[src/rtl/fp32_mult_top.sv]
// Pipelined IEEE-754 single multiplier, 2-cycle latency, one operation per clock, never stalls.
// Denormals flush to signed zero and NaN operands act as infinity; a reference function path runs alongside.
package fp32_mult_pkg;
    typedef enum logic [2:0] {
        IEEE_near = 3'd0,
        IEEE_zero = 3'd1,
        IEEE_pinf = 3'd2,
        IEEE_ninf = 3'd3,
        near_up   = 3'd4,
        away_zero = 3'd5
    } round_values;

    function automatic logic [31:0] fp_mult(input logic [31:0] a, input logic [31:0] b,
                                            input round_values rnd);
        logic        sgn;
        int          e;
        logic [47:0] ma;
        logic [47:0] mb;
        logic [47:0] p;
        logic [23:0] sig;
        logic [24:0] sum;
        logic        g;
        logic        s;
        logic        up;
        sgn = a[31] ^ b[31];
        if ((a[30:23] == 8'h00 && b[30:23] == 8'hFF) || (a[30:23] == 8'hFF && b[30:23] == 8'h00))
            return 32'h7FC00000;
        if (a[30:23] == 8'hFF || b[30:23] == 8'hFF)
            return {sgn, 8'hFF, 23'd0};
        if (a[30:23] == 8'h00 || b[30:23] == 8'h00)
            return {sgn, 31'd0};
        ma = {24'd0, 1'b1, a[22:0]};
        mb = {24'd0, 1'b1, b[22:0]};
        p  = ma * mb;
        e  = int'({24'd0, a[30:23]}) + int'({24'd0, b[30:23]}) - 127;
        if (p[47]) begin
            sig = p[47:24];
            g   = p[23];
            s   = |p[22:0];
            e   = e + 1;
        end else begin
            sig = p[46:23];
            g   = p[22];
            s   = |p[21:0];
        end
        case (rnd)
            IEEE_near: up = g & (s | sig[0]);
            IEEE_zero: up = 1'b0;
            IEEE_pinf: up = (g | s) & ~sgn;
            IEEE_ninf: up = (g | s) & sgn;
            near_up:   up = g & (s | ~sgn);
            default:   up = g | s;
        endcase
        sum = {1'b0, sig} + {24'd0, up};
        if (sum[24]) begin
            sig = sum[24:1];
            e   = e + 1;
        end else begin
            sig = sum[23:0];
        end
        if (e >= 255) begin
            if (rnd == IEEE_near || rnd == near_up || rnd == away_zero ||
                (rnd == IEEE_pinf && !sgn) || (rnd == IEEE_ninf && sgn))
                return {sgn, 8'hFF, 23'd0};
            return {sgn, 31'h7F7FFFFF};
        end
        if (e <= 0) begin
            if (rnd == away_zero || (rnd == IEEE_pinf && !sgn) || (rnd == IEEE_ninf && sgn))
                return {sgn, 31'h00800000};
            return {sgn, 31'd0};
        end
        return {sgn, e[7:0], sig[22:0]};
    endfunction
endpackage

module fp32_mult_top #(
    parameter fp32_mult_pkg::round_values rnd = fp32_mult_pkg::IEEE_near
) (
    input  logic       clk,
    input  logic       rst,
    fp32_mult_if.slave bus
);
    import fp32_mult_pkg::*;

    logic [31:0] r_a;
    logic [31:0] r_b;
    logic [31:0] r_z;
    logic [31:0] r_z_fn;
    logic [7:0]  r_status;

    logic        w_sign;
    logic        w_a_zero;
    logic        w_b_zero;
    logic        w_a_inf;
    logic        w_b_inf;
    logic        w_nan;
    logic        w_inf;
    logic        w_zero;
    logic [47:0] w_man_a;
    logic [47:0] w_man_b;
    logic [47:0] w_prod;
    logic [9:0]  w_exp_sum;
    logic [9:0]  w_exp_norm;
    logic [9:0]  w_exp_rnd;
    logic [23:0] w_sig;
    logic [24:0] w_sig_sum;
    logic [22:0] w_frac_rnd;
    logic        w_guard;
    logic        w_sticky;
    logic        w_inexact;
    logic        w_inc;
    logic        w_ovf;
    logic        w_unf;
    logic        w_ovf_to_inf;
    logic        w_unf_to_min;
    logic [31:0] w_z;
    logic        w_f_zero;
    logic        w_f_inf;
    logic        w_f_nan;
    logic        w_f_tiny;
    logic        w_f_huge;
    logic        w_f_inexact;
    logic [7:0]  w_status;

    // Operand classification: exponent field alone decides zero/inf.
    assign w_sign   = r_a[31] ^ r_b[31];
    assign w_a_zero = (r_a[30:23] == 8'h00);
    assign w_b_zero = (r_b[30:23] == 8'h00);
    assign w_a_inf  = (r_a[30:23] == 8'hFF);
    assign w_b_inf  = (r_b[30:23] == 8'hFF);
    assign w_nan    = (w_a_zero & w_b_inf) | (w_a_inf & w_b_zero);
    assign w_inf    = (w_a_inf | w_b_inf) & ~w_nan;
    assign w_zero   = (w_a_zero | w_b_zero) & ~w_nan;

    assign w_man_a    = {24'd0, 1'b1, r_a[22:0]};
    assign w_man_b    = {24'd0, 1'b1, r_b[22:0]};
    assign w_prod     = w_man_a * w_man_b;
    assign w_exp_sum  = {2'b00, r_a[30:23]} + {2'b00, r_b[30:23]} - 10'd127;
    assign w_exp_norm = w_exp_sum + {9'd0, w_prod[47]};
    assign w_sig      = w_prod[47] ? w_prod[47:24] : w_prod[46:23];
    assign w_guard    = w_prod[47] ? w_prod[23] : w_prod[22];
    assign w_sticky   = w_prod[47] ? (|w_prod[22:0]) : (|w_prod[21:0]);
    assign w_inexact  = w_guard | w_sticky;

    always_comb begin
        w_inc = 1'b0;
        case (rnd)
            IEEE_near: w_inc = w_guard & (w_sticky | w_sig[0]);
            IEEE_zero: w_inc = 1'b0;
            IEEE_pinf: w_inc = w_inexact & ~w_sign;
            IEEE_ninf: w_inc = w_inexact & w_sign;
            near_up:   w_inc = w_guard & (w_sticky | ~w_sign);
            away_zero: w_inc = w_inexact;
            default:   w_inc = 1'b0;
        endcase
    end

    // A carry out of the rounded significand renormalises by one place.
    assign w_sig_sum  = {1'b0, w_sig} + {24'd0, w_inc};
    assign w_frac_rnd = w_sig_sum[24] ? w_sig_sum[23:1] : w_sig_sum[22:0];
    assign w_exp_rnd  = w_exp_norm + {9'd0, w_sig_sum[24]};
    assign w_ovf      = ($signed(w_exp_rnd) >= 10'sd255);
    assign w_unf      = ($signed(w_exp_rnd) <= 10'sd0);

    assign w_ovf_to_inf = (rnd == IEEE_near) | (rnd == near_up) | (rnd == away_zero) |
                          ((rnd == IEEE_pinf) & ~w_sign) | ((rnd == IEEE_ninf) & w_sign);
    assign w_unf_to_min = (rnd == away_zero) |
                          ((rnd == IEEE_pinf) & ~w_sign) | ((rnd == IEEE_ninf) & w_sign);

    always_comb begin
        w_z         = {w_sign, w_exp_rnd[7:0], w_frac_rnd};
        w_f_zero    = 1'b0;
        w_f_inf     = 1'b0;
        w_f_nan     = 1'b0;
        w_f_tiny    = 1'b0;
        w_f_huge    = 1'b0;
        w_f_inexact = w_inexact;
        if (w_nan) begin
            w_z         = 32'h7FC00000;
            w_f_nan     = 1'b1;
            w_f_inexact = 1'b0;
        end else if (w_inf) begin
            w_z         = {w_sign, 8'hFF, 23'd0};
            w_f_inf     = 1'b1;
            w_f_inexact = 1'b0;
        end else if (w_zero) begin
            w_z         = {w_sign, 31'd0};
            w_f_zero    = 1'b1;
            w_f_inexact = 1'b0;
        end else if (w_ovf) begin
            w_f_huge    = 1'b1;
            w_f_inexact = 1'b1;
            w_f_inf     = w_ovf_to_inf;
            w_z         = w_ovf_to_inf ? {w_sign, 8'hFF, 23'd0} : {w_sign, 31'h7F7FFFFF};
        end else if (w_unf) begin
            w_f_tiny    = 1'b1;
            w_f_inexact = 1'b1;
            w_f_zero    = ~w_unf_to_min;
            w_z         = w_unf_to_min ? {w_sign, 31'h00800000} : {w_sign, 31'd0};
        end
        w_status = {2'b00, w_f_inexact, w_f_huge, w_f_tiny, w_f_nan, w_f_inf, w_f_zero};
    end

    always_ff @(posedge clk or negedge rst) begin
        if (!rst) begin
            r_a      <= '0;
            r_b      <= '0;
            r_z      <= '0;
            r_status <= '0;
            r_z_fn   <= '0;
        end else begin
            r_a      <= bus.a;
            r_b      <= bus.b;
            r_z      <= w_z;
            r_status <= w_status;
            r_z_fn   <= fp_mult(r_a, r_b, rnd);
        end
    end

    assign bus.z              = r_z;
    assign bus.status         = r_status;
    assign bus.z_function_out = r_z_fn;
endmodule

[src/rtl/fp32_mult_top_if.sv]
// Operand/result bundle for the FP32 multiplier: two operands in, product, flags and reference product out.
// The multiplier has no handshake; these signals are sampled and driven every clock.
interface fp32_mult_if;
    logic [31:0] a;
    logic [31:0] b;
    logic [31:0] z;
    logic [7:0]  status;
    logic [31:0] z_function_out;

    modport master (
        output a,
        output b,
        input  z,
        input  status,
        input  z_function_out
    );

    modport slave (
        input  a,
        input  b,
        output z,
        output status,
        output z_function_out
    );
endinterface

[src/flat_wrapper.sv]
// flat-port wrapper written by rule: the top's interface ports become plain ports
module fp32_mult_top_flat import fp32_mult_pkg::*;
#(
    parameter fp32_mult_pkg::round_values rnd = fp32_mult_pkg::IEEE_near
)
  (clk, rst, bus_a, bus_b, bus_z, bus_status, bus_z_function_out);
  fp32_mult_if bus_i ();
  input  logic clk;
  input  logic rst;
  input wire logic [$bits(bus_i.a)-1:0] bus_a;
  input wire logic [$bits(bus_i.b)-1:0] bus_b;
  output wire logic [$bits(bus_i.z)-1:0] bus_z;
  output wire logic [$bits(bus_i.status)-1:0] bus_status;
  output wire logic [$bits(bus_i.z_function_out)-1:0] bus_z_function_out;
  assign bus_i.a = bus_a;
  assign bus_i.b = bus_b;
  assign bus_z = bus_i.z;
  assign bus_status = bus_i.status;
  assign bus_z_function_out = bus_i.z_function_out;
  fp32_mult_top #(.rnd(rnd)) u_core (.clk(clk), .rst(rst), .bus(bus_i));
endmodule
[config.mk]
export PLATFORM = sky130hd
export DESIGN_NAME = fp32_mult_top_flat
export DESIGN_NICKNAME = d
export VERILOG_FILES = /design/src/rtl/fp32_mult_top.sv /design/src/rtl/fp32_mult_top_if.sv /design/src/flat_wrapper.sv
export SDC_FILE = /design/constraint.sdc
export NUM_CORES = 2
export LEC_CHECK = 0
export ABC_AREA = 0
export CORE_MARGIN = 3
export CORE_UTILIZATION = 35
export DETAILED_ROUTE_END_ITERATION = 7
export PLACE_DENSITY_LB_ADDON = 0.05
export SYNTH_ARGS = -nofsm -noshare
export SYNTH_HDL_FRONTEND = slang
export SYNTH_SLANG_ARGS = --single-unit
[constraint.sdc]
create_clock -name clk -period 19.55 [get_ports clk]
set_input_delay 4.8875 -clock clk [delete_from_list [all_inputs] [get_ports clk]]
set_output_delay 4.8875 -clock clk [all_outputs]
set_load 0.01 [all_outputs]
# == Word-level counts from Yosys, hierarchy flattened ==
# Cells that the tools add are included.
# word_totals
register_bits,134
latchBits,0
mem_bits_rw,0
mem_bits_ro,0
memories,0
# classes
n_addsub,10
multipliers,1
div_mod_pow,0
order_cmp,4
eq_ne,2
shift,0
muxes,80
bitwise_logic,14
n_reduce_logical,9
# op_table
operator,n
$mux W32,19
$mux W31,4
$mux W24,5
$add A32 B2 Y32 const B,2
$add A24 B1 Y25,2
$mux W1,50
$mul A24 B24 Y48,1
$mux W23,2
$ge A32 B9 Y1 const B,1
$le A32 B1 Y1 const B,1
$sub A32 B8 Y32 const B,1
$reduce_or A23 Y1,1
$reduce_or A22 Y1,1
$add A10 B1 Y10,2
$add A8 B8 Y9,2
$eq A8 B8 Y1 const B,2
$logic_not A8 Y1,2
$ge A10 B9 Y1 const B,1
$le A10 B1 Y1 const B,1
$sub A10 B7 Y10 const B,1
$and A1 B1 Y1,6
$or A1 B1 Y1,6
$logic_or A1 B1 Y1,3
$logic_and A1 B1 Y1,2
other kinds (2),2

# == Logic depth before layout (Yosys ltp) ==
# logic_depth
ltp_word,34
ltp_mapped,49

# == Worst setup path before layout ==
# No wires, ideal clock.
# synth_path
path_type,register to register
from,register u_core.r_b[12]
to,register u_core.r_status[5] (netlist: u_core.bus.status[5])
setup_ps,144
arrival_ps,11110
required_ps,19406
path_slack_ps,8296
path_stages_with_launch,47
period_less_slack_ps,11254
path_cell_list,dfrtp_1 > clkbuf_1 > clkbuf_1 > nand2_1 > fa_1 > inv_1 > fa_1 > inv_1 > fa_1 > inv_1 > fa_1 > fa_1 > fa_1 > inv_1 > fa_1 > inv_1 > ha_1 > clkbuf_1 > [... 11 more ...] > ha_1 > or4b_1 > buf_2 > nor4_4 > nand3_1 > nor2_1 > ha_1 > inv_1 > fa_1 > nor3_1 > nor3_1 > a21oi_1 > o32ai_1 > a31oi_1 > nand2_1 > clkbuf_1 > a211oi_1 > a21oi_1
# synth_via
elab_chain_cells,13
elab_cells_between_ends,19
classes_between,add/sub: 3; mul: 1; order compare: 2; mux: 8; bitwise: 3; reduce/logical: 2
# synth_lines
item,line,rtl
start: declaration,fp32_mult_top.sv:86,logic [31:0] r_b;
start signal: assignment,fp32_mult_top.sv:213,r_b <= bus.b;
$mul A24 B24 Y48 *,fp32_mult_top.sv:137,assign w_prod = w_man_a * w_man_b;
$reduce_or A23 Y1 or $reduce_or A22 Y1 (tied branches),fp32_mult_top.sv:142,assign w_sticky = w_prod[47] ? (|w_prod[22:0]) : (|w_prod[21:0]);
$mux W1,fp32_mult_top.sv:142,
$or A1 B1 Y1,fp32_mult_top.sv:148,IEEE_near: w_inc = w_guard & (w_sticky | w_sig[0]);
$and A1 B1 Y1,fp32_mult_top.sv:148,
$add A24 B1 Y25,fp32_mult_top.sv:159,"assign w_sig_sum = {1'b0, w_sig} + {24'd0, w_inc};"
$add A10 B1 Y10,fp32_mult_top.sv:161,"assign w_exp_rnd = w_exp_norm + {9'd0, w_sig_sum[24]};"
$le A10 B1 Y1,fp32_mult_top.sv:163,assign w_unf = ($signed(w_exp_rnd) <= 10'sd0);
$mux W1,fp32_mult_top.sv:195,end else if (w_unf) begin
$mux W1 *,fp32_mult_top.sv:190,end else if (w_ovf) begin
$mux W1 *,fp32_mult_top.sv:186,end else if (w_zero) begin
$mux W1 *,fp32_mult_top.sv:182,end else if (w_inf) begin
$mux W1 *,fp32_mult_top.sv:178,if (w_nan) begin
net u_core.w_f_inexact,fp32_mult_top.sv:122,logic w_f_inexact;
end signal: assignment,fp32_mult_top.sv:215,r_status <= w_status;
end: declaration,fp32_mult_top.sv:89,logic [7:0] r_status;
# The timed path passes the listed nets; every way through them passes the cells marked *.

# == Final worst setup path ==
# layout_path
from,register u_core.r_b[10]
to,register u_core.r_status[5] (netlist: u_core.bus.status[5])
# The elaborated chain is that of the path after synthesis.

==> results by group <==
Synth
  – Ys flop type: dfrtp_1
  – Yosys top cell area share: 36.71%
  – Top post-synthesis cells by area: fa_1, dfrtp_1, ha_1
  – Seq cells post-synth: 133
  – Synth area leader: fa_1
  – Register area share after synthesis: 12.61%
  – Post-synthesis async set-or-reset flop share: 100.0%
  – Mean Syn Cell Area: 8.800 um^2
  – Number of flops mapped to enable cells by yosys: 0
  – Post-Syn Area: 26390 um^2
  – Gate Count Post-Synth: 2999
  – Syn. warnings: 0
  – Distinct cells, synth: 93

STA
  – Setup TNS: 0 ns
  – Clock skew: 0.02381 ns
  – # setup viols final: 0
  – Crit share post-route: 68.09%
  – RSZ-0062 raised after global routing: false
  – Worst-Margin Slew: 1.263 ns
  – Final worst slack: 6.239 ns
  – Tmin final: 13.31 ns
  – Fmax: 75.13 MHz
  – Max-slew headroom: 15.83%
  – Final hold vios: 0
  – Fin. max-slew vios: 0

Clocking
  – CTS root buf: clkbuf_16
  – Clk pin slew, worst setup/hold paths: 0.08 ns
  – Clock Sinks: 133
  – Num CTS Buffers: 17
  – Maximum clock path buffer count: 2
  – CTS tree: done
  – # H-tree levels: 4
  – Cts repair resizes: 0
  – Hold_buf cts: 0
  – Worst-Skew Late Latency: 0.50 ns
  – Setup repair bufs after CTS: 0

Setup path
  – Top delay family on crit path: adder cells
  – Kind of critical path: flip-flop to flip-flop
  – Crit-path max cell delay: 1.18 ns
  – Worst path bufs/invs: 5
  – Worst setup EP type: flip-flop
  – CP max FO: 33
  – Critical Path Source Type: flip-flop
  – CP required: 19.90 ns
  – Top cell by count, worst path: fa_1
  – CP max-delay cell: dfrtp_1
  – Worst EP arrival: 13.66 ns

Routing
  – Post-route ant nets: 0
  – Vias per inst: 5.066
  – DRC viols: 0
  – DRT Wirelength: 86.18 mm
  – Initial drt markers: 1609
  – Vias after detailed routing: 20.40k
  – TritonRoute pass-1 iters: 6
  – Post-DR wirelength/cell: 21.40 um

Floorplanning
  – Die area: 78740 um^2
  – Chip Width: 280.6 um
  – Row cnt: 100
  – Initial Utilization: 35.39%
  – Die height: 280.6 um
  – Top Ports: 138
  – Core ar.: 74570 um^2

Job
  – Max-cap violations: 0

Global route
  – Initial antenna violation count: 0
  – First-pass GRT wire length: 136.8 mm
  – Gr usage total: 22.97%
  – Total gr overflow: 0
  – Vias in the first global route: 22.36k
  – Largest net degree at the start of global routing: 57

Hold path
  – Worst min path class: flip-flop to flip-flop

Final layout
  – # nets final: 3785
  – Fin cells: 4027
  – Area Overhead vs Synth: 10.73%
  – Share of cells above drive strength 1: 3.501%
  – End-of-flow core utilization: 39.19%

Status
  – Outcome: finished clean

Placed design
  – GPL Wtd Cong: 0.8466
  – # port buffers: 135
  – Dpl ws: 6.261 ns
  – Post-detail-place hpwl: 67.82 mm
  – Placed cell count: 3993
## synthesized netlist by cell type, types with 4 or more instances
cell and instances:
clkbuf_1 113, nor3_1 46, mux2i_1 8, o21ai_1 4, a221oi_1 5, or3_1 10, o21bai_1 4, o31ai_1 5
buf_4 4, buf_2 23, a211o_1 6, ha_1 192, o21ai_0 46, a21oi_1 109, a31oi_1 22, and4_1 13
o2111ai_1 4, fa_1 484, or4_1 8, inv_1 617, nand4_1 20, and2_1 253, xor2_1 38, a211oi_1 11
and3_1 15, nor2b_1 7, nand2_1 362, dfrtp_1 133, or2_2 10, nor4_1 11, o22ai_1 7, nand2b_1 14
a21o_1 18, o21a_1 8, nor2_1 156, xnor2_1 55, a311oi_1 4, nor3_2 8, o311ai_0 4, nand3_1 55
o211ai_1 11
## layout by cell type (no fill, tap or decap), types with 13 or more instances in the layout
cell type        instances
nand2b_1                14
dfrtp_1                133
o21ai_0                 46
and2_1                 254
and3_1                  15
nand3_1                 55
inv_1                  617
a21o_1                  18
nand2_1                362
xor2_1                  38
clkbuf_16               17
nand4_1                 20
xnor2_1                 55
nor3_1                  46
clkdlybuf4s50_1        134
ha_1                   192
a21oi_1                109
buf_4                   33
fa_1                   484
a31oi_1                 22
nor2_1                 156
and4_1                  13
## registers in the layout (all words and copies together), names as in the netlist
name,count
u_core.bus.status,6
u_core.bus.z_function_out,31
u_core.r_a,32
u_core.r_b,32
u_core.bus.z,32
## cell families after synthesis
kind of cell	share of synthesized area (%)
mux	0.3461
flops	12.61
compound gates	7.775
xor+xnor	3.233
buf+inv	11.09
fa+ha+maj	45.82
other cells	0.01421
simple gates	19.12
## through the flow
stage	instance area, um^2	hold slack, ns
2_1_floorplan	26400	0.4794
4_1_cts	29220	0.5350
5_1_grt	29220	0.5895
6_report	29220	0.5325
3_5_place_dp	28610	0.5138
3_3_place_gp	28610	0.5009
## worst min-delay path, cell delays in order (launching register included)
cell and delay [ns]:
dfrtp_1 0.34, xnor2_1 0.07, nor2_1 0.09
## per-layer routing
layer | up-vias | wire [um] | global-route usage, %
met4 | 0 | 1294 | 4.246
li1 | 9321 | - | -
met1 | 10548 | 39880 | 32.49
met5 | - | 0 | 0
met3 | 52 | 3912 | 3.262
met2 | 479 | 41100 | 37.87
## final timing paths
path / startpoint / endpoint / slack (ns) / cells past startpoint
max in group asynchronous: rst / u_core.bus.z_function_out[11] / 13.55 / 3
hold / removal: u_core.r_a[31] / u_core.bus.z[31] / 0.53 / 2
hold reg to reg: u_core.r_a[31] / u_core.bus.z[31] / 0.53 / 2
setup / recovery: u_core.r_b[10] / u_core.bus.status[5] / 6.24 / 38
min in group asynchronous: rst / u_core.r_b[18] / 4.28 / 1
setup reg to reg: u_core.r_b[10] / u_core.bus.status[5] / 6.24 / 38
## area by class of cell
cell class	count	area (um^2)
Antenna cell	2	5.005
Inverter	620	2327
Clock buffer	17	425.4
Sequential cell	133	3328
Fill cell	7614	45350
Clock inverter	15	185.2
Multi-Input combinational cell	2103	20140
Timing Repair Buffer	168	1600
Tap cell	969	1212
Power is left out: the tool's default activity adds up to more than one toggle a clock period on the data nets, which glitch-free logic cannot reach.
